File: config.mk
export PLATFORM = sky130hd
export DESIGN_NAME = pong_match_ctrl_flat
export DESIGN_NICKNAME = d
export VERILOG_FILES = /design/src/rtl/pong_pkg.sv /design/src/rtl/pong_if.sv /design/src/rtl/rise_detect.sv /design/src/rtl/pong_match_ctrl.sv /design/src/flat_wrapper.sv
export SDC_FILE = /design/constraint.sdc
export NUM_CORES = 1
export LEC_CHECK = 0
export BUFFER_PORTS_ARGS = -buffer_cell sky130_fd_sc_hd__buf_2
export CORE_AREA = 2 2 57 112
export CTS_BUF_LIST = sky130_fd_sc_hd__clkbuf_8
export DETAILED_ROUTE_END_ITERATION = 7
export DIE_AREA = 0 0 59 114
export GPL_TIMING_DRIVEN = 0
export HOLD_SLACK_MARGIN = 0.08
export MAX_ROUTING_LAYER = met4
export PLACE_DENSITY = 0.5
export RECOVER_POWER = 50
export SKIP_LAST_GASP = 1
export SYNTH_ARGS = -nofsm -noshare
export SYNTH_HDL_FRONTEND = slang
export SYNTH_SLANG_ARGS = --single-unit
File: constraint.sdc
create_clock -name clk -period 1.9 [get_ports clk]
set_input_delay 0.285 -clock clk [delete_from_list [all_inputs] [get_ports clk]]
set_output_delay 0.285 -clock clk [all_outputs]
set_load 0.005 [all_outputs]
File: src/rtl/pong_pkg.sv
// Shared constants for the Pong match sequencer: state encodings, winner codes
// and serve directions.
package pong_pkg;

   localparam logic [2:0] ST_IDLE  = 3'd0;
   localparam logic [2:0] ST_SERVE = 3'd1;
   localparam logic [2:0] ST_PLAY  = 3'd2;
   localparam logic [2:0] ST_POINT = 3'd3;
   localparam logic [2:0] ST_OVER  = 3'd4;

   localparam logic [1:0] WINNER_NONE = 2'b00;
   localparam logic [1:0] WINNER_P1   = 2'b01;
   localparam logic [1:0] WINNER_P2   = 2'b10;

   localparam logic SERVE_TO_P1 = 1'b0;
   localparam logic SERVE_TO_P2 = 1'b1;

   typedef logic [3:0] score_t;

endpackage

File: src/rtl/pong_if.sv
// Game-event inputs and match-status outputs of the match sequencer, grouped as
// one bundle; the sequencer takes the slave side.
interface pong_if;
   import pong_pkg::*;

   logic       frame_tick;
   logic       start;
   logic       goal_p1;
   logic       goal_p2;
   score_t     player1_score_unit;
   score_t     player2_score_unit;
   logic       ball_rst;
   logic       ball_en;
   logic       serve_dir;
   logic [1:0] winner;
   logic [2:0] state_dbg;

   modport master (
      output frame_tick, start, goal_p1, goal_p2,
      input  player1_score_unit, player2_score_unit, ball_rst, ball_en,
             serve_dir, winner, state_dbg
   );

   modport slave (
      input  frame_tick, start, goal_p1, goal_p2,
      output player1_score_unit, player2_score_unit, ball_rst, ball_en,
             serve_dir, winner, state_dbg
   );
endinterface

File: src/rtl/rise_detect.sv
// One-bit rising-edge detector: a level held high yields a single-cycle pulse.
module rise_detect (
   input  logic clk,
   input  logic reset,
   input  logic din,
   output logic rise
);
   logic prev_q;
   logic prev_d;

   always_comb begin
      prev_d = din;
   end

   always_ff @(posedge clk) begin
      if (reset) begin
         prev_q <= 1'b0;
      end else begin
         prev_q <= prev_d;
      end
   end

   assign rise = din & ~prev_q;
endmodule

File: src/rtl/pong_match_ctrl.sv
// Pong match sequencer: score registers, serve/point delays and game-over flow,
// driven by edge-detected start and goal events.
module pong_match_ctrl
   import pong_pkg::*;
#(
   parameter int WIN_SCORE    = 9,
   parameter int SERVE_FRAMES = 90,
   parameter int POINT_FRAMES = 45,
   parameter int CNT_W        = 8
) (
   input  logic  clk,
   input  logic  reset,
   pong_if.slave bus
);
   localparam logic [CNT_W-1:0] SERVE_CNT = CNT_W'(SERVE_FRAMES);
   localparam logic [CNT_W-1:0] POINT_CNT = CNT_W'(POINT_FRAMES);
   localparam logic [CNT_W-1:0] CNT_ONE   = CNT_W'(1);
   localparam score_t           WIN_M1    = 4'(WIN_SCORE - 1);

   logic [2:0] ev_in;
   logic [2:0] ev_rise;
   logic       start_rise;
   logic       g1_rise;
   logic       g2_rise;

   logic [2:0]       state_q, state_d;
   logic [CNT_W-1:0] cnt_q, cnt_d;
   score_t           p1_q, p1_d;
   score_t           p2_q, p2_d;
   logic [1:0]       winner_q, winner_d;
   logic             dir_q, dir_d;

   assign ev_in = {bus.goal_p2, bus.goal_p1, bus.start};

   generate
      for (genvar gi = 0; gi < 3; gi++) begin : g_edge
         rise_detect u_rise (
            .clk   (clk),
            .reset (reset),
            .din   (ev_in[gi]),
            .rise  (ev_rise[gi])
         );
      end
   endgenerate

   assign start_rise = ev_rise[0];
   assign g1_rise    = ev_rise[1];
   assign g2_rise    = ev_rise[2];

   always_comb begin
      state_d  = state_q;
      cnt_d    = cnt_q;
      p1_d     = p1_q;
      p2_d     = p2_q;
      winner_d = winner_q;
      dir_d    = dir_q;
      case (state_q)
         ST_IDLE, ST_OVER: begin
            if (start_rise) begin
               state_d  = ST_SERVE;
               cnt_d    = SERVE_CNT;
               p1_d     = '0;
               p2_d     = '0;
               winner_d = WINNER_NONE;
               dir_d    = SERVE_TO_P1;
            end
         end
         ST_SERVE: begin
            if (bus.frame_tick) begin
               cnt_d = cnt_q - CNT_ONE;
               if (cnt_q == CNT_ONE) begin
                  state_d = ST_PLAY;
               end
            end
         end
         ST_PLAY: begin
            // Simultaneous goals are a replay: no score, direction kept.
            if (g1_rise && g2_rise) begin
               state_d = ST_POINT;
               cnt_d   = POINT_CNT;
            end else if (g1_rise) begin
               p1_d  = p1_q + 4'd1;
               dir_d = SERVE_TO_P2;
               if (p1_q == WIN_M1) begin
                  state_d  = ST_OVER;
                  winner_d = WINNER_P1;
               end else begin
                  state_d = ST_POINT;
                  cnt_d   = POINT_CNT;
               end
            end else if (g2_rise) begin
               p2_d  = p2_q + 4'd1;
               dir_d = SERVE_TO_P1;
               if (p2_q == WIN_M1) begin
                  state_d  = ST_OVER;
                  winner_d = WINNER_P2;
               end else begin
                  state_d = ST_POINT;
                  cnt_d   = POINT_CNT;
               end
            end
         end
         ST_POINT: begin
            if (bus.frame_tick) begin
               if (cnt_q == CNT_ONE) begin
                  state_d = ST_SERVE;
                  cnt_d   = SERVE_CNT;
               end else begin
                  cnt_d = cnt_q - CNT_ONE;
               end
            end
         end
         default: begin
            state_d = ST_IDLE;
         end
      endcase
   end

   always_ff @(posedge clk) begin
      if (reset) begin
         state_q  <= ST_IDLE;
         cnt_q    <= '0;
         p1_q     <= '0;
         p2_q     <= '0;
         winner_q <= WINNER_NONE;
         dir_q    <= SERVE_TO_P1;
      end else begin
         state_q  <= state_d;
         cnt_q    <= cnt_d;
         p1_q     <= p1_d;
         p2_q     <= p2_d;
         winner_q <= winner_d;
         dir_q    <= dir_d;
      end
   end

   // Ball controls are pure state decodes so no input reaches an output.
   assign bus.ball_rst           = (state_q == ST_IDLE) || (state_q == ST_SERVE) ||
                                   (state_q == ST_OVER);
   assign bus.ball_en            = (state_q == ST_PLAY);
   assign bus.player1_score_unit = p1_q;
   assign bus.player2_score_unit = p2_q;
   assign bus.winner             = winner_q;
   assign bus.serve_dir          = dir_q;
   assign bus.state_dbg          = state_q;
endmodule

File: src/flat_wrapper.sv
// flat-port wrapper written by rule: the top's interface ports become plain ports
module pong_match_ctrl_flat import pong_pkg::*;
#(
   parameter int WIN_SCORE    = 9,
   parameter int SERVE_FRAMES = 90,
   parameter int POINT_FRAMES = 45,
   parameter int CNT_W        = 8
)
  (clk, reset, bus_frame_tick, bus_start, bus_goal_p1, bus_goal_p2, bus_player1_score_unit, bus_player2_score_unit, bus_ball_rst, bus_ball_en, bus_serve_dir, bus_winner, bus_state_dbg);
  pong_if bus_i ();
  input  logic clk;
  input  logic reset;
  input wire logic [$bits(bus_i.frame_tick)-1:0] bus_frame_tick;
  input wire logic [$bits(bus_i.start)-1:0] bus_start;
  input wire logic [$bits(bus_i.goal_p1)-1:0] bus_goal_p1;
  input wire logic [$bits(bus_i.goal_p2)-1:0] bus_goal_p2;
  output wire logic [$bits(bus_i.player1_score_unit)-1:0] bus_player1_score_unit;
  output wire logic [$bits(bus_i.player2_score_unit)-1:0] bus_player2_score_unit;
  output wire logic [$bits(bus_i.ball_rst)-1:0] bus_ball_rst;
  output wire logic [$bits(bus_i.ball_en)-1:0] bus_ball_en;
  output wire logic [$bits(bus_i.serve_dir)-1:0] bus_serve_dir;
  output wire logic [$bits(bus_i.winner)-1:0] bus_winner;
  output wire logic [$bits(bus_i.state_dbg)-1:0] bus_state_dbg;
  assign bus_i.frame_tick = bus_frame_tick;
  assign bus_i.start = bus_start;
  assign bus_i.goal_p1 = bus_goal_p1;
  assign bus_i.goal_p2 = bus_goal_p2;
  assign bus_player1_score_unit = bus_i.player1_score_unit;
  assign bus_player2_score_unit = bus_i.player2_score_unit;
  assign bus_ball_rst = bus_i.ball_rst;
  assign bus_ball_en = bus_i.ball_en;
  assign bus_serve_dir = bus_i.serve_dir;
  assign bus_winner = bus_i.winner;
  assign bus_state_dbg = bus_i.state_dbg;
  pong_match_ctrl #(.WIN_SCORE(WIN_SCORE), .SERVE_FRAMES(SERVE_FRAMES), .POINT_FRAMES(POINT_FRAMES), .CNT_W(CNT_W)) u_core (.clk(clk), .reset(reset), .bus(bus_i));
endmodule
==> Word-level counts from Yosys, hierarchy flattened <==
Cells that the tools add are included.
{ "op_classes": {"add_sub_neg": 3, "mul": 0, "div_mod_pow": 0, "n_lt_le_gt_ge": 0, "eq_ne": 22, "shifts": 0, "muxes": 41, "bitwise_logic": 6, "reduce_logical": 13} }
{ "op_table": {"columns": ["cell", "n"], "rows": [
  ["two-way mux 8 bit", 9],
  ["case mux 8 bit (4 select lines)", 1],
  ["two-way mux 3 bit", 10],
  ["two-way mux 4 bit", 6],
  ["case mux 4 bit (2 select lines)", 2],
  ["two-way mux 2 bit", 6],
  ["case mux 3 bit (4 select lines)", 1],
  ["AND reduction 6 bit", 2],
  ["!= test 2 bit (second input constant)", 5],
  ["adder 4 x 1 -> 4 bit (second input constant)", 2],
  ["equality test 4 bit (second input constant)", 2],
  ["equality test 8 x 1 -> 1 bit (second input constant)", 1],
  ["!= test 2 x 1 -> 1 bit (second input constant)", 4],
  ["AND reduction 4 bit", 2],
  ["subtractor 8 x 1 -> 8 bit (second input constant)", 1],
  ["AND reduction 7 bit", 1],
  ["equality test 3 x 2 -> 1 bit (second input constant)", 2],
  ["!= test 3 x 1 -> 1 bit (second input constant)", 2],
  ["AND reduction 5 bit", 1],
  ["two-way mux 1 bit", 4],
  ["!= test 4 x 1 -> 1 bit (second input constant)", 1],
  ["!= test 4 x 2 -> 1 bit (second input constant)", 1],
  ["!= test 4 bit (second input constant)", 1],
  ["case mux 2 bit (2 select lines)", 1],
  ["other kinds (12)", 17]
]} }
{ "word_totals": {"reg_bits": 25, "latchBits": 0, "ramBits": 0, "rom_bits": 0, "input_bits": 6, "output_inout_bits": 16, "wordCells": 94, "memories": 0} }

==> Logic depth before layout (Yosys ltp) <==
Gate-level depths: netlist (run 1).
{ "logic_depth": {"depth_word": 6, "mapped_depth": 7, "ltp_nobuf": 7} }

==> Hierarchy <==
A second synthesis (run 1) with hierarchy kept.
{ "unflattened": {"cells_unflattened": 188, "area_unflattened_um2": 1706.6} }
{ "by_module_without_submodules": {"columns": ["module", "instances", "cells_each", "area_per_inst_um2", "seq_area_each_um2"], "rows": [
  ["pong_match_ctrl", 1, 179, 1564.0, 440.4],
  ["rise_detect", 3, 3, 47.5, 20.0]
]} }

==> Worst setup path after synthesis (run 1) <==
Ideal clock, no wire load.
{ "synth_timing": {"path_kind": "register -> register", "start": "register u_core.p1_q[0] (netlist: u_core.bus.player1_score_unit[0])", "end": "register u_core.cnt_q[1]", "setup_time_ps": 131, "t_arrival_ps": 1690, "path_slack_ps": 79, "stages_incl_launch_ff": 8, "path_buffers": 0, "synth_period_minus_slack_ps": 1821, "cell_sequence": "dfxtp_1 -> inv_1 -> ha_1 -> and3b_1 -> and3_1 -> or3_4 -> a211oi_1 -> nor3_1"} }
{ "synth_between": {"elab_chain_len": 3} }
{ "synth_rtl": {"columns": ["item", "line_no", "text"], "rows": [
  ["start: declaration", "pong_match_ctrl.sv:28", "score_t p1_q, p1_d;"],
  ["start signal: assignment", "pong_match_ctrl.sv:130", "p1_q <= p1_d;"],
  ["equality test 4 bit", "pong_match_ctrl.sv:84", "if (p1_q == WIN_M1) begin"],
  ["!= test 4 bit (no line)", null, null],
  ["AND reduction 7 bit (no line)", null, null],
  ["end signal: assignment", "pong_match_ctrl.sv:129", "cnt_q <= cnt_d;"],
  ["end: declaration", "pong_match_ctrl.sv:27", "logic [CNT_W-1:0] cnt_q, cnt_d;"]
]} }
Every way passes these cells.
A chain may end at the register's enable or synchronous reset.

==> Worst setup path after layout (run 1) <==
{ "layout_timing": {"start": "register u_core.state_q[0] (netlist: u_core.bus.state_dbg[0])", "end": "register u_core.cnt_q[7]"} }
{ "layout_between": {"elab_chain_len": 4} }
{ "layout_rtl": {"columns": ["item", "line_no", "text"], "rows": [
  ["start: declaration", "pong_match_ctrl.sv:26", "logic [2:0] state_q, state_d;"],
  ["start signal: assignment", "pong_match_ctrl.sv:128", "state_q <= state_d;"],
  ["equality test 3 bit / logical NOT 3 bit (equally long branches)", "pong_match_ctrl.sv:57", "case (state_q)"],
  ["OR reduction 2 bit", "pong_match_ctrl.sv:57", null],
  ["nonzero test 4 bit (no line) / != test 2 bit (equally long branches)", null, null],
  ["AND reduction 7 bit (no line)", null, null]
]} }
Parallel ways exist; a longest one is shown, timed or not.

==> results of run 1 <==
cell type report:
cell class              count  area (sq um)  area share
multi-input cells         127         915.9      0.5304
flip-flops and latches     25         510.5      0.2957
repair buffers             23         113.9     0.06594
well taps                  63         78.83     0.04565
clock buffers               3         41.29     0.02391
inverters                   9         41.29     0.02391
plain buffers               5         21.27     0.01232
clock inverters             1         3.754    0.002174
cells by family (layout without fill, tap and decap cells):
| kind of cell | Yosys count | after routing | share of synthesized area |
|---|---|---|---|
| AO/OA/AOI/OAI | 48 | 48 | 0.2491 |
| XOR/XNOR | 8 | 8 | 0.04912 |
| adder cells (fa/ha/maj) | 6 | 6 | 0.05263 |
| buffers and inverters | 14 | 41 | 0.04211 |
| flip-flops | 25 | 25 | 0.3509 |
| multiplexers | 2 | 2 | 0.01491 |
| AND/OR/NAND/NOR | 63 | 63 | 0.2412 |
through the flow:
step	cell area, sq um	setup WS, ns	TNS [ns]
2_1_floorplan	1426	0.07935	0
3_3_place_gp	1610	-0.2158	-1.098
3_5_place_dp	1610	-0.2292	-1.292
4_1_cts	1685	0.002143	0
5_1_grt	1727	-0.001716	-0.001716
6_report	1727	0.09453	0
power breakdown:
part	internal (mW)	switching (mW)
logic	0.304	0.405
clock network	0.145	0.180
registers	0.586	0.0739
total	1.04	0.659
flip-flops by register name (all words and copies together), names as in the netlist:
signal and cells:
u_core.bus.state_dbg 3, u_core.cnt_q 8, u_core.bus.serve_dir 1, u_core.bus.player2_score_unit 4, u_core.bus.winner 2, u_core.bus.player1_score_unit 4
u_core.g_edge.u_rise.prev_q 3
repair_timing:
item	CTS	global route
setup buffers	0	2
gates resized for setup	9	9
setup endpoints to repair	10	9
pin swaps	0	3
how the worst min path moves through the flow:
stage                                                  from                                   endpoint  cells after the start
after floorplan                                   bus_start  u_core.g_edge[0].u_rise.prev_q$_SDFF_PP0_                      1
after global placement    u_core.bus.winner[1]$_SDFFE_PP0P_          u_core.bus.winner[1]$_SDFFE_PP0P_                      2
after detailed placement  u_core.bus.winner[1]$_SDFFE_PP0P_          u_core.bus.winner[1]$_SDFFE_PP0P_                      2
after CTS                                         bus_start  u_core.g_edge[0].u_rise.prev_q$_SDFF_PP0_                      2
after global routing                            bus_goal_p2  u_core.g_edge[2].u_rise.prev_q$_SDFF_PP0_                      2
final                                             bus_start  u_core.g_edge[0].u_rise.prev_q$_SDFF_PP0_                      2
cell usage in the layout, fill, tap and decap left out, drive strengths merged:
| master | netlist | layout |
|---|---|---|
| nor2b | 6 | 6 |
| a31oi | 3 | 3 |
| and2b | 2 | 2 |
| nor3 | 5 | 5 |
| a32oi | 1 | 1 |
| a211oi | 5 | 5 |
| xor2 | 5 | 5 |
| and3b | 1 | 1 |
| a21o | 1 | 1 |
| ha | 6 | 6 |
| o21bai | 2 | 2 |
| mux2 | 1 | 1 |
| buf | 2 | 19 |
| nand2 | 8 | 8 |
| a31o | 1 | 1 |
| o21ai | 10 | 10 |
| nor2 | 18 | 18 |
| or3b | 1 | 1 |
| nand3 | 7 | 7 |
| and3 | 1 | 1 |
| xnor2 | 3 | 3 |
| or4 | 1 | 1 |
| nor3b | 2 | 2 |
| a21oi | 14 | 14 |
| a41o | 2 | 2 |
| or3 | 2 | 2 |
| clkbuf | 3 | 12 |
| nand2b | 4 | 4 |
| o311ai | 1 | 1 |
| o32ai | 1 | 1 |
| dfxtp | 25 | 25 |
| o31ai | 2 | 2 |
| nand4 | 3 | 3 |
| a311oi | 2 | 2 |
| mux2i | 1 | 1 |
| or4b | 1 | 1 |
| nor4 | 1 | 1 |
| a22o | 3 | 3 |
| inv | 8 | 10 |
per-layer routing:
layer,vias to the layer above,share of wire,wire length (um),track usage
li1,659,-,-,-
met1,634,0.47,1638,0.1491
met2,29,0.48,1667,0.1719
met3,5,0.042,146,0.01474
met4,0,0.014,50,0.03636
met5,-,0,0,-
==> results.txt, run 1 <==
- The run finished with clean final reports.
* Total I/O pin count: 22
- Clock tree from TritonCTS: yes
- Clock tree synthesis selected as its root buffer the cell clkbuf_8.
- Logic depth of the worst register-to-register path: 6
- Once layout is complete, the utilization of the core stands at 0.2924.
- Source of the worst register-to-register timing path: u_core.bus.state_dbg[0]$_SDFFE_PP0P_
* GR Overflow Total: 0
* DRT iter0 DRCs: 42
- In the synthesized netlist the async set-or-reset flop fraction comes to 0.
- IR analysis of the VDD net gives a maximum drop of 450.2 uV.
- Slew @ Worst Pin: 0.5200 ns
* Highest-delay cell along the critical path: or3b_4
- The critical path is of the reg -> reg type.
- First-pass GRT wire length: 5.782 mm
- Number of warnings printed during yosys synthesis: 0
* Filler cell count: 657
- Hold bufs inserted after CTS: 0
* Tightest slew margin relative to the limit: 0.6533
* Number of antenna violations at the first check in global routing: 0
- CTS built an H-tree with a depth of 1.
- The initial utilization of the core area, before any placement, comes to 0.2415.
- In this run the standard cell core region covers 0.005906 sq mm.
- Vias after detailed routing: 1327
* Net Count, Synth: 178
* Number of library cell types mapped by synthesis: 46
* RD Place Congestion: 0.7554
- Maximum clock frequency: 553.9 MHz
- Number of flops mapped to enable cells by yosys: 0
- Counting both buffers and inverters, the worst setup path holds a total of 1.
- Clock latency at the later pin of the worst-skew pair: 0.28 ns
- The kind of cell with the highest combined delay along the critical path is simple AND/OR/NAND/NOR gates.
* Time the final worst path needs with I/O delays and setup: 1.805 ns
- Maximum number of pins on one net before global-route repair: 14
- Final critical-path share of the clock period: 0.9502
- Detailed Place HPWL: 2.584 mm
- Combined area of all synthesized cells: 0.001426 sq mm
- In this run the critical register-to-register path is captured at u_core.cnt_q[7]$_SDFFE_PP0P_.
* Most numerous cell types in the synthesized netlist: 25 x dfxtp_1, 18 x nor2_1, 13 x a21oi_1
* Final total power: 1.694 mW
- Total power divided by cell area: 981.3 mW/mm^2
* Critical-path maximum fanout: 10
- Leakage component of the power: 0.6516 nW
- Post-Layout Cell Count: 256
* Primary FF master, synth: dfxtp_1
* Biggest area contributors in the synthesized netlist: dfxtp_1 35%, ha_1 5.3%, nor2_1 4.7%
- The floorplan step defined a die boundary enclosing 0.006726 sq mm.
- The clock passes through at most 2 buffers.
- Fraction of layout instances using a drive strength above 1: 0.2228
* Worst endpoint required time: 2.13 ns
- Final wirelength: 3.503 mm
- Path class of the lowest-slack min-delay path: in -> reg
* Number of nets in the final layout: 206
- CP endpoint: u_core.cnt_q[7]$_SDFFE_PP0P_
- CTS buffer count: 3
- The signal on the critical path passes through or3b_4 -> inv_8 -> o21ai_2 -> or3_4 -> a21oi_4 -> a31o_1.
- Counting flops and latches in the post-synthesis netlist gives 25.
- Final worst clock skew: 0.007004 ns
- First element of the critical path: u_core.bus.state_dbg[0]$_SDFFE_PP0P_
* Cell taking the most area after synthesis: dfxtp_1
* Post-route antenna net violation count: 0
- Number of max-cap violations: 0
- Slowest Stage Delay on Critical Path: 0.43 ns
- Final hold viol count: 0
* Proportion of netlist area held by the largest area contributor: 0.3509
- Number of sinks driven by the clock tree: 25
* Clock edge transition at the registers on the reported setup and hold paths: 0.09 ns
* Path length in cells of the critical path: 6
- Counting every instance in the synthesized netlist gives 166.
* Average cell area after synthesis: 8.593 sq um
- Setup violations remaining at the end of the flow were counted as 0.
- Among all cell types in the netlist, the one instantiated most often is dfxtp_1.
- Vias per inst: 5.184
- Kind of end point of the critical path: register
* WHS: 0.2453 ns
* Worst Setup Start Kind: register
* Total routing resource utilization after global routing: 0.1115
- Row generation in the floorplan step produced 40 rows.
- Die X-Extent: 59 um
* Via count of the first global-routing pass: 1234
* Number of remaining DRC errors: 0
- Final count of pins violating max slew: 0
- Dividing the detail-routed wire length by the instance count gives 13.68 um.
* Arrival @ worst endpoint: 2.04 ns
* Instance count after placement with tap cells included: 250
* Die height: 114 um
- Compared with the post-synthesis result, the final layout area differs by 21.05%.
- Antenna Cells: 0
- Pre-antenna DRT Iters: 4
* Proportion of synthesized chip area in sequential cells: 0.3509
- Input and output buffers added on the ports amount to 21.
* Reg2reg setup slack: 0.09 ns
Note: power is estimated with default switching activity, not from simulation.
==> run 2: changes to the inputs <==
- CORE_AREA: 2 2 57 112 -> 2 2 54 56
- DIE_AREA: 0 0 59 114 -> 0 0 56 58
- PLACE_DENSITY: 0.5 -> 0.85
- SETUP_SLACK_MARGIN: not set -> 0.15
==> results.txt, run 2 (synthesis gave the netlist of run 1 again) <==
* Outcome: finished clean
- Core Area: 0.002663 sq mm (-55%)
* Path class of the lowest-slack min-delay path: in -> reg
- TritonCTS built the clock tree.
* Commonest cells after routing, fill and taps aside: 24 x dfxtp_1, 19 x buf_2, 17 x nor2_1
* Site row count: 19 (-53%)
* Time the final worst path needs with I/O delays and setup: 1.768 ns (-0.03772 ns)
- Total power divided by cell area: 1004 mW/mm^2 (+2.3%)
- The number of vias per cell after detailed routing came to 6.193 (+19%).
- Maximum clock frequency: 565.7 MHz (+2.1%)
- Tightest slew margin relative to the limit: 0.6686 (+0.01527)
- The instance area at placement was 0.001573 sq mm (-2.3%).
- The total met3 wirelength after detailed routing is 186 um (+27%).
- Final wirelength: 3.740 mm (+6.8%)
* Layout overhead on the synthesized area: 25.70%
* Final core occ: 0.6734 (+0.3810)
* Final instance area: 0.001793 sq mm (+3.8%)
- Die height: 58 um (-49%)
- The final setup violation count came to 0 (unchanged).
- The number of flip-flops under the largest register name is 8 (unchanged).
- Post-route antenna net violation count: 0 (unchanged)
- The antenna diode instance count came to 0 (unchanged).
* Maximum root-to-sink buffer count: 2 (unchanged)
- The number of levels in the clock H-tree was 1 (unchanged).
- Number of antenna violations at the first check in global routing: 0 (unchanged)
- Worst endpoint required time: 2.07 ns (-0.06 ns)
- Arrival @ worst endpoint: 1.94 ns (-0.10 ns)
- CTS buffer count: 3 (unchanged)
- Leakage component of the power: 0.7097 nW (+8.9%)
- Initial core utilization: 0.5357 (+0.2942)
- The worst setup slack after placement came to -0.1359 ns (+0.09328 ns).
- The hold violation total from the final report was 0 (unchanged).
- Ranked by flip-flop count, first place goes to u_core.cnt_q.
- Root buffer cell: clkbuf_8
* Post-Route Setup TNS: 0 ns (unchanged)
- The worst-path maximum fanout came to 6 (-4).
- Worst Setup Start Kind: register
* Class of the most critical setup path: reg -> reg
- Number of buffers added on ports: 21 (unchanged)
* Met2 WL post-DR: 1.970 mm (+18%)
- Final worst clock skew: 0.008397 ns (+0.001393 ns)
- The DRC violation count after routing is 0 (unchanged).
* Highest routed layer: met4
- The overall routing resource usage came to 0.2432 (+0.1316).
- Number of nets in the final layout: 215 (+4.4%)
- The number of top-level pins came to 22 (unchanged).
- The transition time at the pin with the least slew margin is 0.4971 ns (-0.02291 ns).
- Via count of the first global-routing pass: 1412 (+14%)
- Maximum number of pins on one net before global-route repair: 16 (+2)
- First-pass GRT wire length: 6.147 mm (+6.3%)
* Worst-case vdd ir drop: 659.7 uV (+47%)
* Vias after detailed routing: 1443 (+8.7%)
- Hold bufs inserted after CTS: 0 (unchanged)
- The mean routed wirelength per cell is 16.05 um (+17%).
- Detailed Place HPWL: 2.482 mm (-3.9%)
- Setup repair after global routing could not meet its margin everywhere.
- The final worst setup slack came to 0.1322 ns (+0.03772 ns).
* GR Overflow Total: 0 (unchanged)
* RD Place Congestion: 0.9043 (+20%)
* Final count of pins violating max slew: 0 (unchanged)
- The routed length on met1 was 1.496 mm (-8.7%).
- The library cell used most frequently in the layout, excluding fill and tap cells, is dfxtp_1.
- Number of max-cap violations: 0 (unchanged)
* Fraction of layout instances using a drive strength above 1: 0.3020 (+0.07918)
- Clock latency at the later pin of the worst-skew pair: 0.28 ns (about the same)
- The first-iteration detailed-routing DRC count was 74 (+76%).
- STA classifies the critical path endpoint as a register.
* Final critical-path share of the clock period: 0.9304 (-0.01985)
* Clock edge transition at the registers on the reported setup and hold paths: 0.10 ns (about the same)
- The die area is 0.003248 sq mm (-52%).
- Pre-antenna DRT Iters: 4 (unchanged)
* Die X-Extent: 56 um (-5.1%)
- Final total power: 1.800 mW (+6.2%)
- Number of sinks driven by the clock tree: 25 (unchanged)
run 2: critical path, stage by stage, from the launching register on:
cell and delay, ns:
dfxtp_1 0.37, or3b_4 0.45, buf_4 0.16, o31ai_4 0.30, nand2_1 0.13, xor2_1 0.17, nor2_1 0.06
run 2: path summary, 6_finish.rpt:
path / from / endpoint / slack, ns / cells after the start
worst min-delay path: bus_start / u_core.g_edge[0].u_rise.prev_q$_SDFF_PP0_ / 0.24 / 2
worst max register to register: u_core.bus.state_dbg[0]$_SDFFE_PP0P_ / u_core.bus.player2_score_unit[2]$_SDFFE_PP0P_ / 0.13 / 6
worst min register to register: u_core.bus.winner[1]$_SDFFE_PP0P_ / u_core.bus.winner[1]$_SDFFE_PP0P_ / 0.49 / 2
worst max-delay path: u_core.bus.state_dbg[0]$_SDFFE_PP0P_ / u_core.bus.player2_score_unit[2]$_SDFFE_PP0P_ / 0.13 / 6
run 2: timing repair:
action	in CTS	in global routing
resized for setup	20	9
endpoints found under the setup margin	15	14
setup buffers	8	3
pin swaps	9	6
run 2: area by class of cell:
class                           count  area [sq um]
Multi-Input combinational cell    127         955.9
Fill cell                         214         869.6
Sequential cell                    25         501.7
Timing Repair Buffer               32         181.4
Clock buffer                        3         41.29
Inverter                            9         38.79
Tap cell                           31         38.79
Buffer                              5         27.53
Clock inverter                      1         7.507
run 2: metrics by stage:
stage / hold WS [ns] / instances
after CTS: 0.2335 / 230
after global routing: 0.2668 / 233
after global placement: 0.4579 / 218
after floorplan: 0.4132 / 166
after detailed placement: 0.4687 / 218
final: 0.2356 / 233
run 2: routing by layer:
metal,vias up,GRT usage
met5,-,-
met4,0,0.09864
li1,677,-
met1,681,0.2713
met3,19,0.01339
met2,66,0.4538
run 2: where the power goes:
part           switching [mW]  internal [mW]  leakage, nW
Clock                   0.185          0.149       0.0217
Sequential             0.0804          0.583        0.204
Combinational           0.445          0.356        0.484
